$ cat src/rtl/wb_mailbox_pkg.sv
// wb_mailbox_pkg: shared constants for the Wishbone inter-core mailbox.
// Holds the register offsets (adr[3:2]), STATUS/CTRL bit positions, the
// Wishbone CTI/BTE codes the slave decodes and the handshake FSM encoding.
package wb_mailbox_pkg;

  // Register offsets, word index within a mailbox's 16-byte window
  localparam logic [1:0] REG_DATA   = 2'd0;
  localparam logic [1:0] REG_STATUS = 2'd1;
  localparam logic [1:0] REG_CTRL   = 2'd2;
  localparam logic [1:0] REG_DROP   = 2'd3;

  // STATUS fields: [15:0] count
  localparam int unsigned STATUS_EMPTY_BIT = 16;
  localparam int unsigned STATUS_FULL_BIT  = 17;

  // CTRL fields
  localparam int unsigned CTRL_IRQ_EN_BIT = 0;
  localparam int unsigned CTRL_FLUSH_BIT  = 1;

  // Wishbone B3 cycle type / burst type codes
  localparam logic [2:0] CTI_CLASSIC = 3'b000;
  localparam logic [2:0] CTI_INC     = 3'b010;
  localparam logic [2:0] CTI_EOB     = 3'b111;
  localparam logic [1:0] BTE_LINEAR  = 2'b00;

  // Handshake FSM states
  localparam logic [1:0] ST_IDLE  = 2'd0;
  localparam logic [1:0] ST_RESP  = 2'd1;
  localparam logic [1:0] ST_BURST = 2'd2;

  function automatic logic [31:0] pack_status(input logic [15:0] count, input logic empty,
                                              input logic full);
    logic [31:0] s;
    s = '0;
    s[15:0] = count;
    s[STATUS_EMPTY_BIT] = empty;
    s[STATUS_FULL_BIT] = full;
    return s;
  endfunction

endpackage

$ cat src/rtl/wb_mailbox_fifo.sv
// wb_mailbox_fifo: one mailbox word FIFO.
// Ports:
//   clk_i, rst_ni      clock, asynchronous active-low reset
//   push_i, pop_i      write/read strobes; ignored when full/empty
//   flush_i            empties the FIFO in one cycle (has priority)
//   wdata_i            word to push
//   rdata_o            head word (valid when not empty)
//   count_o            words held, 0..DEPTH
//   empty_o, full_o    occupancy flags
// Pointers carry one extra wrap bit so full and empty are distinguishable.
module wb_mailbox_fifo #(
  parameter int unsigned DEPTH = 8
) (
  input  logic                     clk_i,
  input  logic                     rst_ni,
  input  logic                     push_i,
  input  logic                     pop_i,
  input  logic                     flush_i,
  input  logic [31:0]              wdata_i,
  output logic [31:0]              rdata_o,
  output logic [$clog2(DEPTH):0]   count_o,
  output logic                     empty_o,
  output logic                     full_o
);
  localparam int unsigned PW = $clog2(DEPTH);

  logic [PW:0]  wptr_q, rptr_q;
  logic [31:0]  mem_q [DEPTH];
  logic         do_push, do_pop;

  assign empty_o = (wptr_q == rptr_q);
  assign full_o  = (wptr_q[PW] != rptr_q[PW]) && (wptr_q[PW-1:0] == rptr_q[PW-1:0]);
  assign count_o = wptr_q - rptr_q;
  assign rdata_o = mem_q[rptr_q[PW-1:0]];

  assign do_push = push_i & ~full_o;
  assign do_pop  = pop_i & ~empty_o;

  always_ff @(posedge clk_i or negedge rst_ni) begin
    if (!rst_ni) begin
      wptr_q <= '0;
      rptr_q <= '0;
    end else if (flush_i) begin
      rptr_q <= wptr_q;
    end else begin
      if (do_push) wptr_q <= wptr_q + {{PW{1'b0}}, 1'b1};
      if (do_pop)  rptr_q <= rptr_q + {{PW{1'b0}}, 1'b1};
    end
  end

  // Storage needs no reset: only words between the pointers are ever read.
  always_ff @(posedge clk_i) begin
    if (do_push) mem_q[wptr_q[PW-1:0]] <= wdata_i;
  end

endmodule

$ cat src/rtl/wb_mailbox.sv
// wb_mailbox: Wishbone B3 slave giving each core a hardware message FIFO.
// Any master pushes into any mailbox; core n pops mailbox n and sees irq_o[n]
// while its mailbox is non-empty and its irq_en bit is set.
// Per-mailbox map (mailbox = adr[AW-1:4]): 0x0 DATA, 0x4 STATUS, 0x8 CTRL, 0xC DROP.
// Ports:
//   wb_clk_i, wb_rst_ni     clock, asynchronous active-low reset
//   wb_adr_i..wb_bte_i      Wishbone B3 slave inputs (sel ignored, full-word only)
//   wb_dat_o, wb_ack_o,
//   wb_err_o, wb_rty_o      registered-feedback termination (rty tied low)
//   irq_o                   per-core level interrupt
// Build option: define WB_MAILBOX_DROP_STATS_EN for per-mailbox 16-bit
// saturating clear-on-read counters of pushes rejected while full (DROP).
module wb_mailbox
  import wb_mailbox_pkg::*;
#(
  parameter int unsigned NUM_CORES = 1,
  parameter int unsigned DEPTH     = 8,
  parameter int unsigned AW        = 8
) (
  input  logic                 wb_clk_i,
  input  logic                 wb_rst_ni,
  input  logic [AW-1:0]        wb_adr_i,
  input  logic [31:0]          wb_dat_i,
  input  logic [3:0]           wb_sel_i,
  input  logic                 wb_we_i,
  input  logic                 wb_cyc_i,
  input  logic                 wb_stb_i,
  input  logic [2:0]           wb_cti_i,
  input  logic [1:0]           wb_bte_i,
  output logic [31:0]          wb_dat_o,
  output logic                 wb_ack_o,
  output logic                 wb_err_o,
  output logic                 wb_rty_o,
  output logic [NUM_CORES-1:0] irq_o
);
  localparam int unsigned PW = $clog2(DEPTH);
  localparam int unsigned MW = AW - 4;

  // Address decode
  logic [1:0]           reg_sel;
  logic [MW-1:0]        mbox_sel;
  logic                 mbox_ok;
  logic [NUM_CORES-1:0] hit;

  assign reg_sel  = wb_adr_i[3:2];
  assign mbox_sel = wb_adr_i[AW-1:4];
  assign mbox_ok  = 32'(mbox_sel) < NUM_CORES;

  always_comb begin
    hit = '0;
    for (int unsigned i = 0; i < NUM_CORES; i++) hit[i] = (32'(mbox_sel) == i);
  end

  // Mailbox FIFOs
  logic [31:0]          fifo_rdata [NUM_CORES];
  logic [PW:0]          fifo_count [NUM_CORES];
  logic [NUM_CORES-1:0] fifo_empty, fifo_full;
  logic [NUM_CORES-1:0] irq_en_q;
  logic                 push_any, pop_any, ctrl_wr, drop_rd, push_rej;

  for (genvar i = 0; i < NUM_CORES; i++) begin : g_mbox
    wb_mailbox_fifo #(
      .DEPTH(DEPTH)
    ) u_fifo (
      .clk_i  (wb_clk_i),
      .rst_ni (wb_rst_ni),
      .push_i (push_any & hit[i]),
      .pop_i  (pop_any & hit[i]),
      .flush_i(ctrl_wr & hit[i] & wb_dat_i[CTRL_FLUSH_BIT]),
      .wdata_i(wb_dat_i),
      .rdata_o(fifo_rdata[i]),
      .count_o(fifo_count[i]),
      .empty_o(fifo_empty[i]),
      .full_o (fifo_full[i])
    );
  end

  // Fields of the addressed mailbox
  logic [31:0] sel_rdata;
  logic [PW:0] sel_count;
  logic        sel_empty, sel_full, sel_irq_en;
  logic [15:0] sel_drop;

  always_comb begin
    sel_rdata  = '0;
    sel_count  = '0;
    sel_empty  = 1'b1;
    sel_full   = 1'b0;
    sel_irq_en = 1'b0;
    for (int unsigned i = 0; i < NUM_CORES; i++) begin
      if (hit[i]) begin
        sel_rdata  = fifo_rdata[i];
        sel_count  = fifo_count[i];
        sel_empty  = fifo_empty[i];
        sel_full   = fifo_full[i];
        sel_irq_en = irq_en_q[i];
      end
    end
  end

  // Handshake: a beat is accepted unless the previous one is being terminated
  // without continuation.
  logic [1:0]  state_q, state_d;
  logic        ack_q, err_q;
  logic [31:0] dat_q;
  logic        accept, cont;
  logic        do_err;
  logic [31:0] rd_data;

  assign accept = wb_cyc_i & wb_stb_i & (state_q != ST_RESP);
  assign cont   = (wb_cti_i == CTI_INC) && (wb_bte_i == BTE_LINEAR);

  always_comb begin
    do_err   = 1'b0;
    rd_data  = '0;
    push_any = 1'b0;
    pop_any  = 1'b0;
    ctrl_wr  = 1'b0;
    drop_rd  = 1'b0;
    push_rej = 1'b0;
    if (accept) begin
      if (!mbox_ok) begin
        do_err = 1'b1;
      end else begin
        unique case (reg_sel)
          REG_DATA: begin
            if (wb_we_i) begin
              if (sel_full) begin
                do_err   = 1'b1;
                push_rej = 1'b1;
              end else begin
                push_any = 1'b1;
              end
            end else if (sel_empty) begin
              do_err = 1'b1;
            end else begin
              pop_any = 1'b1;
              rd_data = sel_rdata;
            end
          end
          REG_STATUS: begin
            if (!wb_we_i) rd_data = pack_status(16'(sel_count), sel_empty, sel_full);
          end
          REG_CTRL: begin
            if (wb_we_i) ctrl_wr = 1'b1;
            else         rd_data[CTRL_IRQ_EN_BIT] = sel_irq_en;
          end
          REG_DROP: begin
            if (!wb_we_i) begin
              drop_rd       = 1'b1;
              rd_data[15:0] = sel_drop;
            end
          end
          default: ;
        endcase
      end
    end
  end

  always_comb begin
    state_d = state_q;
    unique case (state_q)
      ST_IDLE:  if (accept) state_d = cont ? ST_BURST : ST_RESP;
      ST_RESP:  state_d = ST_IDLE;
      ST_BURST: begin
        if (!wb_cyc_i)            state_d = ST_IDLE;
        else if (accept && !cont) state_d = ST_RESP;
      end
      default:  state_d = ST_IDLE;
    endcase
  end

  always_ff @(posedge wb_clk_i or negedge wb_rst_ni) begin
    if (!wb_rst_ni) begin
      state_q  <= ST_IDLE;
      ack_q    <= 1'b0;
      err_q    <= 1'b0;
      dat_q    <= '0;
      irq_en_q <= '0;
    end else begin
      state_q <= state_d;
      ack_q   <= accept & ~do_err;
      err_q   <= accept & do_err;
      dat_q   <= rd_data;
      if (ctrl_wr) begin
        irq_en_q <= (irq_en_q & ~hit) | (hit & {NUM_CORES{wb_dat_i[CTRL_IRQ_EN_BIT]}});
      end
    end
  end

`ifdef WB_MAILBOX_DROP_STATS_EN
  logic [15:0] drop_q [NUM_CORES];

  always_ff @(posedge wb_clk_i or negedge wb_rst_ni) begin
    if (!wb_rst_ni) begin
      for (int unsigned i = 0; i < NUM_CORES; i++) drop_q[i] <= '0;
    end else begin
      for (int unsigned i = 0; i < NUM_CORES; i++) begin
        // Clear-on-read; a rejection in the same cycle lands in the fresh value.
        if (hit[i] && drop_rd) begin
          drop_q[i] <= push_rej ? 16'd1 : 16'd0;
        end else if (hit[i] && push_rej && (drop_q[i] != 16'hffff)) begin
          drop_q[i] <= drop_q[i] + 16'd1;
        end
      end
    end
  end

  always_comb begin
    sel_drop = '0;
    for (int unsigned i = 0; i < NUM_CORES; i++) if (hit[i]) sel_drop = drop_q[i];
  end
`else
  logic unused_drop;
  assign sel_drop    = '0;
  assign unused_drop = drop_rd ^ push_rej;
`endif

  // Dropping cyc mid-burst suppresses the in-flight termination.
  assign wb_ack_o = ack_q & wb_cyc_i;
  assign wb_err_o = err_q & wb_cyc_i;
  assign wb_dat_o = dat_q;
  assign wb_rty_o = 1'b0;
  assign irq_o    = ~fifo_empty & irq_en_q;

  logic unused_in;
  assign unused_in = ^{wb_sel_i, wb_adr_i[1:0]};

endmodule

$ cat config.mk
export PLATFORM = sky130hd
export DESIGN_NAME = wb_mailbox
export DESIGN_NICKNAME = d
export VERILOG_FILES = /design/src/rtl/wb_mailbox_pkg.sv /design/src/rtl/wb_mailbox_fifo.sv /design/src/rtl/wb_mailbox.sv
export SDC_FILE = /design/constraint.sdc
export NUM_CORES = 1
export LEC_CHECK = 0
export BUFFER_PORTS_ARGS = -buffer_cell sky130_fd_sc_hd__buf_4
export CORE_ASPECT_RATIO = 1.1
export CORE_UTILIZATION = 35
export CTS_CLUSTER_DIAMETER = 150
export CTS_CLUSTER_SIZE = 14
export DETAILED_ROUTE_END_ITERATION = 10
export PLACE_DENSITY = 0.61
export SLEW_MARGIN = 20
export SYNTH_ARGS = -nofsm -noshare
export SYNTH_HDL_FRONTEND = slang
export SYNTH_SLANG_ARGS = --single-unit
export TNS_END_PERCENT = 10
$ cat constraint.sdc
create_clock -name wb_clk_i -period 12.1 [get_ports wb_clk_i]
set_input_delay 2.42 -clock wb_clk_i [delete_from_list [all_inputs] [get_ports wb_clk_i]]
set_output_delay 2.42 -clock wb_clk_i [all_outputs]
set_load 0.01 [all_outputs]
## After elaboration in Yosys (flattened, before gate mapping)

Memory sizes are Yosys's and may differ from the RTL's.
Cells that the tools add are included.

| cells by class | value |
|---|---|
| shifts and indexed selects | 0 |
| $add $sub $neg | 3 |
| divide/modulo/power cells | 0 |
| equality and inequality tests | 11 |
| multiply operators | 0 |
| $lt $le $gt $ge | 1 |
| bitwise operators | 21 |
| reduce and logical (&&, ||, !) cells | 11 |
| muxes and demuxes | 43 |

Operators with widths:

| cell | count |
|---|---|
| 32-bit two-way mux | 5 |
| 16-bit one-hot mux with 2 select lines | 1 |
| 15-bit one-hot mux with 2 select lines | 1 |
| 1-bit two-way mux | 26 |
| 18-bit two-way mux | 1 |
| 1-bit bitwise AND | 15 |
| 4-bit two-way mux | 3 |
| 4-bit by 1-bit adder with 4-bit output, second input constant | 2 |
| 2-bit two-way mux | 4 |
| 2-bit equality test, second input constant | 3 |
| 2-bit zero test | 3 |
| 1-bit inverter | 5 |
| 4-bit equality test | 1 |
| 4-bit zero test | 1 |
| 4-bit by 1-bit < comparator with 1-bit output, second input constant | 1 |
| 1-bit one-hot mux with 4 select lines | 1 |
| 2-bit one-hot mux with 2 select lines | 1 |
| 2-bit AND reduction | 2 |
| 4-bit subtractor | 1 |
| 3-bit by 2-bit equality test with 1-bit output, second input constant | 1 |
| 3-bit equality test | 1 |
| 1-bit logical AND | 3 |
| 3-bit inequality test, second input constant | 1 |
| 2-bit by 1-bit equality test with 1-bit output, second input constant | 1 |
| other kinds (6) | 6 |

| storage, ports and cells | value |
|---|---|
| logic and storage cells | 98 |
| bits of input ports | 54 |
| RAM bits | 256 |
| flip-flop bits (word level) | 45 |
| ROM bits | 0 |
| memories | 1 |
| bits in latches | 0 |

Memories:

| memory | words | width | rd ports | clocked after Yosys merged registers in | write ports | line | source |
|---|---|---|---|---|---|---|---|
| g_mbox[0].u_fifo.mem_q | 8 | 32 | 1 | 0 | 1 | wb_mailbox_fifo.sv:28 | `logic [31:0] mem_q [DEPTH];` |

## Depth between registers and ports, before layout

Gate-level depths: netlist (run 1).

| depth | value |
|---|---|
| depth in word-level cells | 12 |
| depth in mapped cells | 11 |
| mapped depth without buffers | 7 |

## By module

Synthesis (run 1) repeated with hierarchy kept, for this count alone.

| unflattened totals | value |
|---|---|
| cell total of the unflattened synthesis | 617 |
| area total of the unflattened synthesis | 11674.9 um2 |

By module, submodules not included:

| module | area each (um2) | seq. area each (um2) | times used | cells each |
|---|---|---|---|---|
| wb_mailbox_fifo | 10231.1 | 7887.6 | 1 | 505 |
| wb_mailbox | 1443.9 | 925.9 | 1 | 112 |

## Worst setup path before layout (run 1)

Ideal clock, no wire load.

| timing path | value |
|---|---|
| path kind | input to register |
| from | input wb_adr_i[6] |
| to | memory g_mbox[0].u_fifo.mem_q[0][0], enable pin |
| stages | 4 |
| path slack | 5.277 ns |
| data arrival time | 6.321 ns |
| library setup time | 0.501 ns |
| path through | nor4_4 -> o2111a_4 -> nand4_1 -> nor4_1 |

| on the way | value |
|---|---|
| longest elaborated chain between the ends | 11 |
| elaborated cells between the ends (all ways) | 12 |

RTL lines:

| what | line | source |
|---|---|---|
| start: declaration | wb_mailbox.sv:22 | `input logic [AW-1:0] wb_adr_i,` |
| 4-bit zero test | wb_mailbox.sv:51 | `for (int unsigned i = 0; i < NUM_CORES; i++) hit[i] = (32'(mbox_sel) == i);` |
| 1-bit two-way mux | wb_mailbox.sv:91 | `if (hit[i]) begin` |
| 1-bit two-way mux | wb_mailbox.sv:128 | `if (sel_full) begin` |
| 1-bit two-way mux | wb_mailbox.sv:127 | `if (wb_we_i) begin` |
| 1-bit two-way mux | wb_mailbox.sv:125 | `unique case (reg_sel)` |
| 1-bit two-way mux | wb_mailbox.sv:122 | `if (!mbox_ok) begin` |
| 1-bit two-way mux | wb_mailbox.sv:121 | `if (accept) begin` |
| 1-bit bitwise AND (*) | wb_mailbox.sv:67 | `.push_i (push_any & hit[i]),` |
| 1-bit bitwise AND (*) | wb_mailbox_fifo.sv:36 | `assign do_push = push_i & ~full_o;` |
| 1-bit two-way mux (*) | wb_mailbox_fifo.sv:53 | `if (do_push) mem_q[wptr_q[PW-1:0]] <= wdata_i;` |
| 1-bit two-way mux (implied by the code) (*) | wb_mailbox_fifo.sv:53 |  |
| end: declaration | wb_mailbox_fifo.sv:28 |  |

Mark *: on every way between the ends. The rest lies on a longest branch, timed or not.

## Worst setup path in the final report (run 1)

| timing path | value |
|---|---|
| from | register g_mbox[0].u_fifo.rptr_q[2] |
| to | output irq_o |

| on the way | value |
|---|---|
| longest elaborated chain between the ends | 3 |

RTL lines:

| what | line | source |
|---|---|---|
| start: declaration | wb_mailbox_fifo.sv:27 | `logic [PW:0] wptr_q, rptr_q;` |
| start signal: assignment | wb_mailbox_fifo.sv:44 | `rptr_q <= wptr_q;` |
| start signal: assignment | wb_mailbox_fifo.sv:47 | `if (do_pop) rptr_q <= rptr_q + {{PW{1'b0}}, 1'b1};` |
| 4-bit equality test | wb_mailbox_fifo.sv:31 | `assign empty_o = (wptr_q == rptr_q);` |
| 1-bit inverter | wb_mailbox.sv:224 | `assign irq_o = ~fifo_empty & irq_en_q;` |
| 1-bit bitwise AND | wb_mailbox.sv:224 |  |
| end: declaration | wb_mailbox.sv:34 | `output logic [NUM_CORES-1:0] irq_o` |

No other way between the ends.

==> results of run 1 <==
power breakdown:
part	total [mW]	internal [mW]	leakage (nW)	switching (mW)
Clock	0.732	0.389	0.338	0.342
Combinational	0.0846	0.0443	1.30	0.0403
Sequential	1.13	1.13	2.92	0.00694
registers in the layout, indices dropped and copies added, names as in the netlist, named ones only:
name,count
ack_q,1
err_q,1
g_mbox.u_fifo.mem_q,256
g_mbox.u_fifo.rptr_q,4
g_mbox.u_fifo.wptr_q,4
state_q,2
wb_dat_o,32
worst max path at each step:
stage / slack (ns) / start / endpoint / cells past startpoint
floorplan: 5.28 / wb_adr_i[6] / g_mbox[0].u_fifo.mem_q[0][0]$_DFFE_PP_ / 4
global placement: 6.69 / wb_adr_i[6] / g_mbox[0].u_fifo.mem_q[0][4]$_DFFE_PP_ / 6
detailed placement: 6.44 / wb_adr_i[6] / g_mbox[0].u_fifo.mem_q[0][4]$_DFFE_PP_ / 6
CTS: 6.32 / g_mbox[0].u_fifo.rptr_q[2]$_DFFE_PN0P_ / irq_o / 7
global route: 6.21 / g_mbox[0].u_fifo.rptr_q[2]$_DFFE_PN0P_ / irq_o / 7
finish: 6.38 / g_mbox[0].u_fifo.rptr_q[2]$_DFFE_PN0P_ / irq_o / 7
per-stage QoR:
| stage | utilization (%) | hold slack, ns | setup slack [ns] | power [mW] |
|---|---|---|---|---|
| finish | 41.3 | 0.543 | 6.38 | 1.95 |
| global route | 41.3 | 0.563 | 6.21 | 2.02 |
| CTS | 41.2 | 0.548 | 6.32 | 1.97 |
| detailed placement | 39.0 | 0.535 | 6.44 | 1.24 |
| global placement | 39.0 | 0.527 | 6.69 | 1.24 |
| floorplan | - | 0.504 | 5.28 | 1.21 |
layer usage:
| layer | vias up | wire length [µm] | GRT usage (%) |
|---|---|---|---|
| met3 | 35 | 1260 | 2.59 |
| met2 | 146 | 11500 | 24.0 |
| met5 | - | 0 | 0 |
| met4 | 0 | 295 | 2.74 |
| met1 | 2926 | 9540 | 17.8 |
| li1 | 2434 | - | - |
kinds of logic after synthesis:
family	count (synthesis)	share of synthesized area, %
XOR/XNOR	10	0.830
buffers and inverters	36	1.46
flip-flops	301	76.9
multiplexers	77	13.7
AND/OR/NAND/NOR	98	4.10
AO/OA/AOI/OAI	41	2.18
adder cells (fa/ha/maj)	6	0.721
other	1	0.0327
synth_stat cells (2+ instances only):
cell / instances
sky130_fd_sc_hd__ha_1: 5
sky130_fd_sc_hd__edfxtp_1: 256
sky130_fd_sc_hd__inv_1: 6
sky130_fd_sc_hd__mux2_4: 2
sky130_fd_sc_hd__and2_1: 3
sky130_fd_sc_hd__clkbuf_1: 12
sky130_fd_sc_hd__buf_2: 8
sky130_fd_sc_hd__buf_1: 3
sky130_fd_sc_hd__nand2b_1: 2
sky130_fd_sc_hd__mux2i_1: 8
sky130_fd_sc_hd__nor4_1: 2
sky130_fd_sc_hd__nand2_1: 60
sky130_fd_sc_hd__a21oi_1: 28
sky130_fd_sc_hd__mux2_1: 2
sky130_fd_sc_hd__and3_1: 4
sky130_fd_sc_hd__xnor2_1: 8
sky130_fd_sc_hd__mux2_2: 2
sky130_fd_sc_hd__nor3_1: 5
sky130_fd_sc_hd__nand3_1: 8
sky130_fd_sc_hd__dfrtp_1: 45
sky130_fd_sc_hd__o22ai_1: 5
sky130_fd_sc_hd__mux4_2: 63
sky130_fd_sc_hd__nor2_1: 5
sky130_fd_sc_hd__buf_4: 6
cell type report:
type / count / area [µm²]
Timing Repair Buffer: 94 / 706
Clock buffer: 43 / 693
Antenna cell: 1 / 2.50
Inverter: 7 / 26.3
Fill cell: 2874 / 19000
Multi-Input combinational cell: 233 / 2520
Tap cell: 426 / 533
Sequential cell: 301 / 8820
Clock inverter: 2 / 17.5
==> results.txt, run 1 <==
The global-route congestion overflow total came out at 0. The number of antenna violations at the first check in global routing is 1. The fmax is 175 MHz. For the pin with the worst max-slew slack, the measured transition is 1.04 ns.

The clock transition time at the flip-flop clock pins of the worst setup and hold paths is ~0.070 ns. The post-place instance area came out at 12600 µm². The average wire per cell in the routed design is 20.4 µm. The most numerous cell type found on the critical path is sky130_fd_sc_hd__buf_4. The antenna violation net count after detailed routing came out at 0. The launch point of the worst reg-to-reg path is g_mbox[0].u_fifo.rptr_q[2]$_DFFE_PN0P_. The number of cells on the worst hold path is 1. The area growth from synthesis to final layout is 16.3%. The worst register-to-register path ends at g_mbox[0].u_fifo.mem_q[3][2]$_DFFE_PP_. The first-pass GRT wire length came out at 34800 µm. The areal power density over the cells is ~150 nW/µm². The endpoint required time on the critical path came out at 9.68 ns.

The element type at the critical path end is a primary output. The total number of placement rows came out at 69. In this run, synthesis inferred 256 flip-flops with an integrated enable. Setup violations remaining at the end of the flow were counted as 0.

The maximum number of pins on one net before global-route repair came out at 70. The worst-case headroom to the max-slew limit came out at 30.5%. The signal on the critical path passes through buf_4 -> clkinv_1 -> buf_4 -> ha_1 -> nand3_1 -> o21a_1 -> buf_4.

The number of primary I/O pins is 90. The leakage power total came out at about 4.6 nW. The die covers roughly 33000 µm². The worst-case IR drop observed on VDD is 77.4 µV. The most common cell after layout, fill and taps aside is sky130_fd_sc_hd__edfxtp_1. The largest clock skew in the final design is 0.0118 ns. Counting cells, the worst reg-to-reg path comes to 9. After detailed routing, the number of vias per cell comes to 5.01. The number of global-route vias before repair is 5918. The warning count from the yosys run came out at 0. In this run, the number of DRC markers left after iteration 0 of detailed routing was 372.

The number of nets in the synthesized netlist is 630. The flow ran to the end, and the final reports show no timing, DRC or antenna violations. The critical path buffer and inverter count came out at 4. In this run the most critical hold path is launched from g_mbox[0].u_fifo.wptr_q[3]$_DFFE_PN0P_. The number of cells after detailed placement came out at approximately 1100. For this run, the leading register cell type out of synthesis is sky130_fd_sc_hd__edfxtp_1. The setup check on the worst reg-to-reg path leaves a slack of 7.42 ns. The count of max-cap constraint violations is 0. The area of all placed cells without fillers is 13300 µm². In this run the number of H-tree levels came out at 1. Sorting the synthesized cells by area gives the leading types as sky130_fd_sc_hd__edfxtp_1 (67%), sky130_fd_sc_hd__mux4_2 (12%), sky130_fd_sc_hd__dfrtp_1 (9.8%), sky130_fd_sc_hd__nand2_1 (2.0%), sky130_fd_sc_hd__a21oi_1 (1.2%). The accumulated negative setup slack is 0 ns.

The number of buffers added on ports is 82. CTS placed an instance of sky130_fd_sc_hd__clkbuf_16 at the clock tree root. The cell family contributing the most delay on the critical path is buffers and inverters. The count of unresolved DRC violations after routing came out at 0. The overall routed net length came out at roughly 23000 µm. The final cell count without fillers is approximately 1100. The number of gates resized after CTS is 0.

For this run, the detailed router's first-pass iteration total came to 5. The routed layout has 5541 vias. The HPWL after detailed placement is 12600 µm. The initial core utilization is a little over a third. The path with the worst hold slack has its endpoint at g_mbox[0].u_fifo.wptr_q[3]$_DFFE_PN0P_. The number of library cell types mapped by synthesis is 46. The final net count came out at approximately 720. The clock tree buffer depth came out at 3.

The number of clock sinks came out at 301. In the layout the commonest cells are sky130_fd_sc_hd__edfxtp_1 (256), sky130_fd_sc_hd__buf_4 (94), sky130_fd_sc_hd__mux4_2 (63). The height of the chip is 192 µm.

The biggest area contributor in the post-synthesis netlist is sky130_fd_sc_hd__edfxtp_1. The maximum fanout along the worst path is 31. The number of synthesized register bits came out at approximately 300.

From left edge to right edge, the die measures ~170 µm. The sequential area share after synthesis is 76.9%. The clock latency at the later pin of the worst-skew pair is 0.52 ns.

The number of buffers inserted during clock tree synthesis is 25. The post-synth design cell area is 11500 µm². The path class of the tightest hold or removal check is reg -> reg. The quantity of hold-fixing buffers added after cts is 0.

The share of final-layout standard cells stronger than drive strength 1 is between 30% and 40%. Among all stages on the critical path, the largest delay is contributed by sky130_fd_sc_hd__clkinv_1. Once the clock tree was built, the setup fixing pass inserted 0 buffers. The average footprint of a synthesized cell is 20.1 µm². The final cycle utilization of the critical path came out at 47.2%. Across every metal layer, demand over resource in global routing totals 13.7%.

After technology mapping, the gate count stands at 570. The max-slew violation count came out at 0. The delay of the slowest cell on the worst path is 0.62 ns. TritonCTS built the clock tree.

Setup repair after global routing left no endpoint under its margin. The critical path is of the reg -> out type. The area share of the largest cell type after synthesis came out at 67.1%.

Data on the critical path arrives at its endpoint at 3.30 ns. The core outline area is 32300 µm². The final hold violation count came out at 0. The final critical-path required period came out at 5.72 ns.

The placer congestion estimate is 0.743. The share of synthesized registers carrying an async set or reset came out at 15.0%. The startpoint kind of the worst setup timing path is a register.
No activity file was read; power rests on OpenSTA's default activity.
==> run 2: changes to the inputs <==
- ABC_AREA: unset -> 1
- PLACE_DENSITY: 0.61 -> 0.63
- clock period: 12.1 -> 4.85 ns (I/O delays scaled with it)
==> results.txt, run 2 <==
The run finished, with violations left. The final reports fail on DRC. The most common cell after layout, fill and taps aside is sky130_fd_sc_hd__edfxtp_1.

The warning count from the yosys run came out at 0 (unchanged). The horizontal extent of the die came out at 180 µm (+3.1%). The final core utilization came to 40.9% (-0.32 points). Setup repair after global routing left no endpoint under its margin. The number of nets in the synthesized netlist is 1121 (+78%). The maximum VDD drop is 254 µV (+230%). The clock network fraction of design power is 37.1% (-0.4 points). The clock transition time at the flip-flop clock pins of the worst setup and hold paths came out at 0.07 ns (about the same). The final net count is 1194 (+65%). The number of gates resized after CTS came to 0 (unchanged). The count of TritonRoute iterations in the first routing pass is 10 (+5).

The total internal power is 3.87 mW (+150%). The post-synthesis cell count is 1061 (+86%). The final hold violation count was 0 (unchanged). The clock tree from TritonCTS is done. The number of levels in the clock H-tree is 1 (unchanged).

The count of max-cap constraint violations came out at 0 (unchanged). The net switching share of the total power is 21.5% (+1.5 points). Among cell families on the critical path, the largest total delay comes from simple AND/OR/NAND/NOR gates. The endpoint required time on the critical path is 5.07 ns (-4.61 ns). The number of cells after detailed placement is 1545 (+46%). The post-synth design cell area is 12200 µm² (+6.3%). The number of buffers inserted during clock tree synthesis was 25 (unchanged).

The share of final-layout standard cells stronger than drive strength 1 came out at 12.3% (-18 points). The number of library cell types mapped by synthesis came to 28 (-39%). The worst path uses 67.4% of the clock period. The maximum fanout along the worst path is 40 (+29%).

The accumulated negative setup slack is 0 ns (unchanged). The sequential area share after synthesis is 72.4% (-4.6 points). The maximum number of pins on one net before global-route repair was 95 (+36%).

The quantity of hold-fixing buffers added after cts came out at 0 (unchanged). The flip-flop count of the largest register, all copies and words added is 256 (unchanged). The final critical-path required period came out at 3.27 ns. The number of clock sinks came out at 301 (unchanged). The core outline area came out at 34200 µm² (+5.9%). Ranked by instance count, the synthesized netlist is headed by sky130_fd_sc_hd__edfxtp_1 (256), sky130_fd_sc_hd__nand2_1 (242), sky130_fd_sc_hd__nor2_1 (123), sky130_fd_sc_hd__inv_1 (102), sky130_fd_sc_hd__o21ai_0 (69).

The final cell count without fillers came out at 1590 (+44%). The areal power density over the cells is 353 nW/µm² (+140%). The mean number of vias per cell came out at 4.92 (-1.8%).

The area share of the largest cell type after synthesis is 63.1% (-4.0 points). The worst-margin pin slew is 0.987 ns (-0.0546 ns). The leading cell type by number of instances after synthesis is sky130_fd_sc_hd__edfxtp_1. The launch point of the worst reg-to-reg path is g_mbox[0].u_fifo.rptr_q[0]$_DFFE_PN0P_. The number of inserted diodes was 0 (-1). The final number of setup-violating endpoints came out at 0 (unchanged). The average wire per cell in the routed design is 16.9 µm (-17%). The clock tree buffer depth is 3 (unchanged). The min-delay analysis places its worst path in the category in -> async. The area growth from synthesis to final layout is 15.0%.

The number of buffers added on ports came out at 82 (unchanged). Ranked by total cell area, the synthesized netlist is headed by sky130_fd_sc_hd__edfxtp_1 (63%), sky130_fd_sc_hd__dfrtp_1 (9.2%), sky130_fd_sc_hd__nand2_1 (7.5%), sky130_fd_sc_hd__nor2_1 (3.8%), sky130_fd_sc_hd__inv_1 (3.1%). The worst setup path is captured at a register. The critical path buffer and inverter count is 1 (-3). The starting DRC count in detailed routing is 516 (+39%). The first-pass GRT wire length is 42500 µm (+22%). The number of post-CTS setup repair buffers came out at 0 (unchanged).

CTS placed an instance of sky130_fd_sc_hd__clkbuf_16 at the clock tree root. The total number of placement rows is 71 (+2.9%). The overall routed net length came out at 26800 µm (+19%).

The biggest area contributor in the post-synthesis netlist is sky130_fd_sc_hd__edfxtp_1. The critical path goes through ha_1 -> nand3_1 -> o21ai_0 -> nor2_2 -> nand2_1 -> nor2_4 -> buf_4. Derived from the worst setup path, the maximum achievable clock frequency is 306 MHz.

The height of the chip is 198 µm (+3.1%). The worst-case headroom to the max-slew limit is 34.2% (+3.6 points). The total vias in the final route came out at 7818 (+41%). The critical path in this run is classified as reg -> reg. The max-slew violation count came out at 0 (unchanged). The placer congestion estimate is 0.763 (+2.7%). The leakage power total is 5.61 nW (+23%). The number of primary I/O pins is 90 (unchanged). The count of unresolved DRC violations after routing came to 6 (+6). The count of flip-flops with a built-in enable after synthesis is 256 (unchanged). The detailed placement HPWL is 14400 µm (+14%). The total power draw is 4.94 mW (+150%). The endpoint of the lowest-slack register-to-register path is g_mbox[0].u_fifo.mem_q[4][15]$_DFFE_PP_. For this run, the leading register cell type out of synthesis is sky130_fd_sc_hd__edfxtp_1. The global-route congestion overflow total came out at 0 (unchanged).

The share of synthesized registers carrying an async set or reset is 15.0% (unchanged). The number of global-route vias before repair came out at 7723 (+31%). The global-route usage over all layers came out at 15.3% (+1.6 points). The power share of the sequential group came to 57.2% (-0.9 points). The signal arrival time at the worst endpoint came out at 3.49 ns (+0.19 ns). The total net switching power came out at 1.06 mW (+170%). The largest clock skew in the final design is 0.0108 ns (-0.00102 ns). The initial core utilization was 35.6% (+0.12 points). The worst setup slack for register-to-register paths is 1.58 ns (-5.84 ns). The average footprint of a synthesized cell came to 11.5 µm² (-43%).

The clock latency at the later pin of the worst-skew pair is 0.52 ns (about the same). In the layout the commonest cells are sky130_fd_sc_hd__edfxtp_1 (256), sky130_fd_sc_hd__nand2_1 (242), sky130_fd_sc_hd__nor2_1 (115). The delay of the slowest cell on the worst path came to 0.67 ns (+0.05 ns). The antenna violation net count after detailed routing came out at 0 (unchanged). The fraction of power consumed by combinational cells is 5.7% (+1.4 points). The final-layout fill cell count came to 3173 (+10%). The path depth of the worst reg2reg path is 7 (-2). The die footprint came out at 35500 µm² (+6.2%). STA classifies the critical path startpoint as a register.

The number of synthesized register bits is 301 (unchanged). The number of antenna violations at the first check in global routing is 0 (-1). The slowest stage of the critical path is the sky130_fd_sc_hd__dfrtp_4 cell.
-- run 2: cell families (layout without fill, tap and decap cells) --
logic type	after synthesis	count (layout)	synth area share, %
other cells	1	1	0.0308
flops	301	301	72.4
fa+ha+maj	6	6	0.678
buf+inv	157	248	5.34
xor+xnor	3	3	0.216
simple gates	422	422	13.8
compound gates	171	171	7.56
-- run 2: final cells by class --
cell class	instances	area, µm²	area share (%)
inverter	105	395	2.82
sequential	301	8820	63.0
timing repair buffer	98	761	5.43
tap	438	548	3.91
clock inverter	1	8.76	0.0626
multi-input combinational	603	2770	19.8
clock buffer	44	697	4.98
-- run 2: worst max-delay path by stage --
stage | to | startpoint | cells after the start | slack [ns]
finish | g_mbox[0].u_fifo.mem_q[4][15]$_DFFE_PP_ | g_mbox[0].u_fifo.rptr_q[0]$_DFFE_PN0P_ | 7 | 1.58
global route | g_mbox[0].u_fifo.mem_q[4][14]$_DFFE_PP_ | g_mbox[0].u_fifo.rptr_q[0]$_DFFE_PN0P_ | 7 | 1.34
CTS | g_mbox[0].u_fifo.mem_q[4][14]$_DFFE_PP_ | g_mbox[0].u_fifo.rptr_q[0]$_DFFE_PN0P_ | 7 | 1.56
detailed placement | g_mbox[0].u_fifo.mem_q[4][18]$_DFFE_PP_ | wb_adr_i[6] | 9 | 1.41
global placement | g_mbox[0].u_fifo.mem_q[4][18]$_DFFE_PP_ | wb_adr_i[6] | 9 | 1.39
floorplan | g_mbox[0].u_fifo.mem_q[0][0]$_DFFE_PP_ | g_mbox[0].u_fifo.rptr_q[2]$_DFFE_PN0P_ | 9 | 1.16
-- run 2: layer usage --
layer | GRT usage, % | part of all wire, %
met4 | 4.18 | 1.8
met1 | 19.9 | 44
met2 | 26.8 | 48
met3 | 2.25 | 6.2
met5 | 0 | 0
-- run 2: power by group through the flow --
stage	combinational (mW)	sequential (mW)	clock (mW)
final	0.281	2.83	1.83
after global routing	0.320	2.83	1.96
after CTS	0.282	2.83	1.87
after detailed placement	0.281	2.88	0
after global placement	0.274	2.88	0
after floorplan	0.182	2.87	0
-- run 2: worst reg2reg max path: stages, from the launching register on --
cell and delay (ns):
sky130_fd_sc_hd__dfrtp_4 0.67, sky130_fd_sc_hd__ha_1 0.40, sky130_fd_sc_hd__nand3_1 0.12, sky130_fd_sc_hd__o21ai_0 0.17
sky130_fd_sc_hd__nor2_2 0.30, sky130_fd_sc_hd__nand2_1 0.31, sky130_fd_sc_hd__nor2_4 0.68, sky130_fd_sc_hd__buf_4 0.32
-- run 2: through the flow --
stage | hold slack (ns) | worst slack [ns] | instance area, µm²
floorplan | 0.468 | 1.16 | 12200
detailed placement | 0.491 | 1.41 | 13300
CTS | 0.506 | 1.56 | 14000
finish | 0.471 | 1.58 | 14000
global placement | 0.485 | 1.39 | 13300
global route | 0.529 | 1.34 | 14000
==> run 3: changes to the inputs <==
- clock period: 4.85 -> 2.75 ns (I/O delays scaled with it)
==> results.txt, run 3 (synthesis results as in run 2) <==
The checks that failed: DRC. The starting DRC count in detailed routing is 595 (+15%). The placer congestion estimate came to 0.815 (+6.8%). The slowest stage of the critical path is the sky130_fd_sc_hd__dfrtp_1 cell. The final net count is 1207 (+1.1%). The max-slew violation count came out at 0 (unchanged). The fraction of power consumed by combinational cells came out at 6.0% (+0.3 points). The clock tree root driver cell is sky130_fd_sc_hd__clkbuf_16. The total internal power came out at 6.84 mW (+77%).

The worst setup path is of the reg -> out kind. The die footprint is 35500 µm² (unchanged). The total net switching power came out at 1.89 mW (+77%). The count of unresolved DRC violations after routing is 7 (+1). The total met2 wirelength after detailed routing came out at 13100 µm (+1.1%).

The horizontal extent of the die is 180 µm (unchanged). The overall routed net length is 26900 µm (+0.38%). The maximum number of pins on one net before global-route repair is 133 (+40%). The flow ran to the end, but the final reports show violations. The global-route congestion overflow total is 0 (unchanged). The number of post-CTS setup repair buffers came out at 0 (unchanged). The startpoint kind of the worst setup timing path is a register.

The path depth of the worst reg2reg path came out at 8 (+1). The mean number of vias per cell came out at 4.92 (about the same). The share of final-layout standard cells stronger than drive strength 1 came out at 13.5% (+1.2 points). The number of levels in the clock H-tree is 1 (unchanged). The initial core utilization was 35.6% (unchanged).

The global-route usage over all layers came out at 15.4% (+0.031 points). The final number of setup-violating endpoints came to 0 (unchanged). The height of the chip came out at 198 µm (unchanged). From synthesis to final layout, the design area changed by 16.7%. The clock tree from TritonCTS is done.

The worst-margin pin slew is 0.804 ns (-0.183 ns). The number of global-route vias before repair is 7867 (+1.9%). The largest clock skew in the final design came out at 0.0154 ns (+0.00462 ns). Leaving out fill and tap cells, the most frequent cell in the layout is sky130_fd_sc_hd__edfxtp_1. The power share of the sequential group came out at 56.9% (-0.3 points). The signal arrival time at the worst endpoint was 1.95 ns (-1.54 ns). The signal on the critical path passes through inv_1 -> ha_1 -> nand3_1 -> clkinv_1 -> a21oi_1 -> buf_4. The final critical-path required period is 2.50 ns.

The final hold violation count is 0 (unchanged). The number of buffers added on ports is 82 (unchanged). The delay of the slowest cell on the worst path came out at 0.43 ns (-0.24 ns).

The clock transition time at the flip-flop clock pins of the worst setup and hold paths is 0.07 ns (about the same). Setup repair after global routing left no endpoint under its margin. The clock latency at the later pin of the worst-skew pair is 0.52 ns (about the same).

The worst setup slack for register-to-register paths was 0.35 ns (-1.23 ns). The quantity of hold-fixing buffers added after cts is 0 (unchanged). The fmax is 400 MHz. The core outline area came out at 34200 µm² (unchanged). Grouping stages by cell kind, the critical path spends the most delay in flip-flops. The leakage power total came out at 5.70 nW (+1.6%). The number of primary I/O pins came out at 90 (unchanged). In the layout the commonest cells are sky130_fd_sc_hd__edfxtp_1 (256), sky130_fd_sc_hd__nand2_1 (240), sky130_fd_sc_hd__nor2_1 (115). The critical path buffer and inverter count is 3 (+2). The antenna violation net count after detailed routing is 0 (unchanged).

The count of TritonRoute iterations in the first routing pass came out at 8 (-2). The total vias in the final route is 7885 (+0.86%). The endpoint required time on the critical path is 2.20 ns (-2.87 ns).

The maximum VDD drop is 494 µV (+95%). The clock tree buffer depth came out at 3 (unchanged). The average wire per cell in the routed design came to 16.8 µm (-0.44%). The final cell count without fillers came out at 1603 (+0.82%). The number of antenna violations at the first check in global routing is 1 (+1). The highest metal layer carrying signal wires in the routed design is met5. The detailed route wirelength on metal3 is 1420 µm (-14%). The first-pass GRT wire length is 43100 µm (+1.4%). The clock network fraction of design power is 37.1% (about the same). The final cycle utilization of the critical path came out at 90.9%. The total power draw is 8.73 mW (+77%). The worst-case headroom to the max-slew limit came out at 46.4% (+12 points). The number of cells after detailed placement is 1558 (+0.84%). The number of gates resized after CTS came out at 0 (unchanged).

The detailed placement HPWL came out at 15100 µm (+4.7%). The number of clock sinks is 301 (unchanged). In this run the critical register-to-register path is captured at g_mbox[0].u_fifo.mem_q[4][15]$_DFFE_PP_.

The launch point of the worst reg-to-reg path is g_mbox[0].u_fifo.wptr_q[0]$_DFFE_PN0P_. The post-place instance area was 13500 µm² (+1.6%). The count of max-cap constraint violations is 0 (unchanged). The number of inserted diodes was 0 (unchanged). The worst hold slack across all endpoints is 0.0711 ns (-0.400 ns). The maximum fanout along the worst path is 5 (-88%). The routed length on met1 is 12100 µm (+2.5%). The areal power density over the cells came out at 614 nW/µm² (+74%). The worst setup path is captured at a primary output. The number of buffers inserted during clock tree synthesis is 25 (unchanged). The net switching share of the total power came out at 21.6% (+0.086 points). The area of all placed cells without fillers came to 14200 µm² (+1.5%). The worst hold-check path type is in -> async. The flip-flop count of the largest register, all copies and words added was 256 (unchanged).

The total number of placement rows came to 71 (unchanged).
## run 3: changes by cell type in the layout (fill, tap and decap cells not counted)
cell                      delta
sky130_fd_sc_hd__nand2_1     -2
sky130_fd_sc_hd__buf_4       +4
sky130_fd_sc_hd__buf_12      +9
sky130_fd_sc_hd__nand2_2     +2
## run 3: worst max-delay path by stage
stage	start	end	slack, ns	cells after the start
after floorplan	g_mbox[0].u_fifo.rptr_q[2]$_DFFE_PN0P_	g_mbox[0].u_fifo.mem_q[0][0]$_DFFE_PP_	-0.005	9
after global placement	wb_adr_i[6]	g_mbox[0].u_fifo.mem_q[0][17]$_DFFE_PP_	0.28	9
after detailed placement	wb_adr_i[6]	g_mbox[0].u_fifo.mem_q[5][21]$_DFFE_PP_	0.25	9
after CTS	g_mbox[0].u_fifo.wptr_q[0]$_DFFE_PN0P_	irq_o	0.23	6
after global routing	g_mbox[0].u_fifo.wptr_q[0]$_DFFE_PN0P_	irq_o	0.11	6
final	g_mbox[0].u_fifo.wptr_q[0]$_DFFE_PN0P_	irq_o	0.25	6
## run 3: worst register-to-register path, stage by stage, from the launching register on
cell and delay [ns]:
sky130_fd_sc_hd__dfrtp_1 0.43, sky130_fd_sc_hd__inv_1 0.11, sky130_fd_sc_hd__ha_1 0.31, sky130_fd_sc_hd__nand3_1 0.12, sky130_fd_sc_hd__o21ai_0 0.14, sky130_fd_sc_hd__nor2_2 0.32
sky130_fd_sc_hd__nand2_2 0.25, sky130_fd_sc_hd__nor2_4 0.18, sky130_fd_sc_hd__buf_12 0.22
## run 3: layer usage
metal	vias to the layer above	GRT usage, %
met1	3884	20.3
met5	-	0
met4	2	2.94
met2	184	26.9
li1	3780	-
met3	35	2.42
## run 3: power groups by stage
| stage | clock network, mW | logic [mW] | registers, mW |
|---|---|---|---|
| CTS | 3.34 | 0.535 | 4.96 |
| detailed placement | 0 | 0.533 | 5.06 |
| finish | 3.24 | 0.527 | 4.96 |
| floorplan | 0 | 0.324 | 5.06 |
| global placement | 0 | 0.521 | 5.06 |
| global route | 3.49 | 0.601 | 4.96 |
## run 3: metrics by stage
stage | setup TNS [ns] | util [%] | setup slack (ns)
global placement | 0 | 39.5 | 0.279
CTS | 0 | 41.6 | 0.227
finish | 0 | 41.6 | 0.250
floorplan | -0.150 | - | -0.00467
detailed placement | 0 | 39.5 | 0.254
global route | 0 | 41.6 | 0.112
## run 3: layout make-up
cell class	count	area, µm²
Fill cell	3167	20000
Sequential cell	301	8820
Multi-Input combinational cell	603	2780
Timing Repair Buffer	111	971
Clock buffer	44	697
Tap cell	438	548
Inverter	105	395
Clock inverter	1	8.76
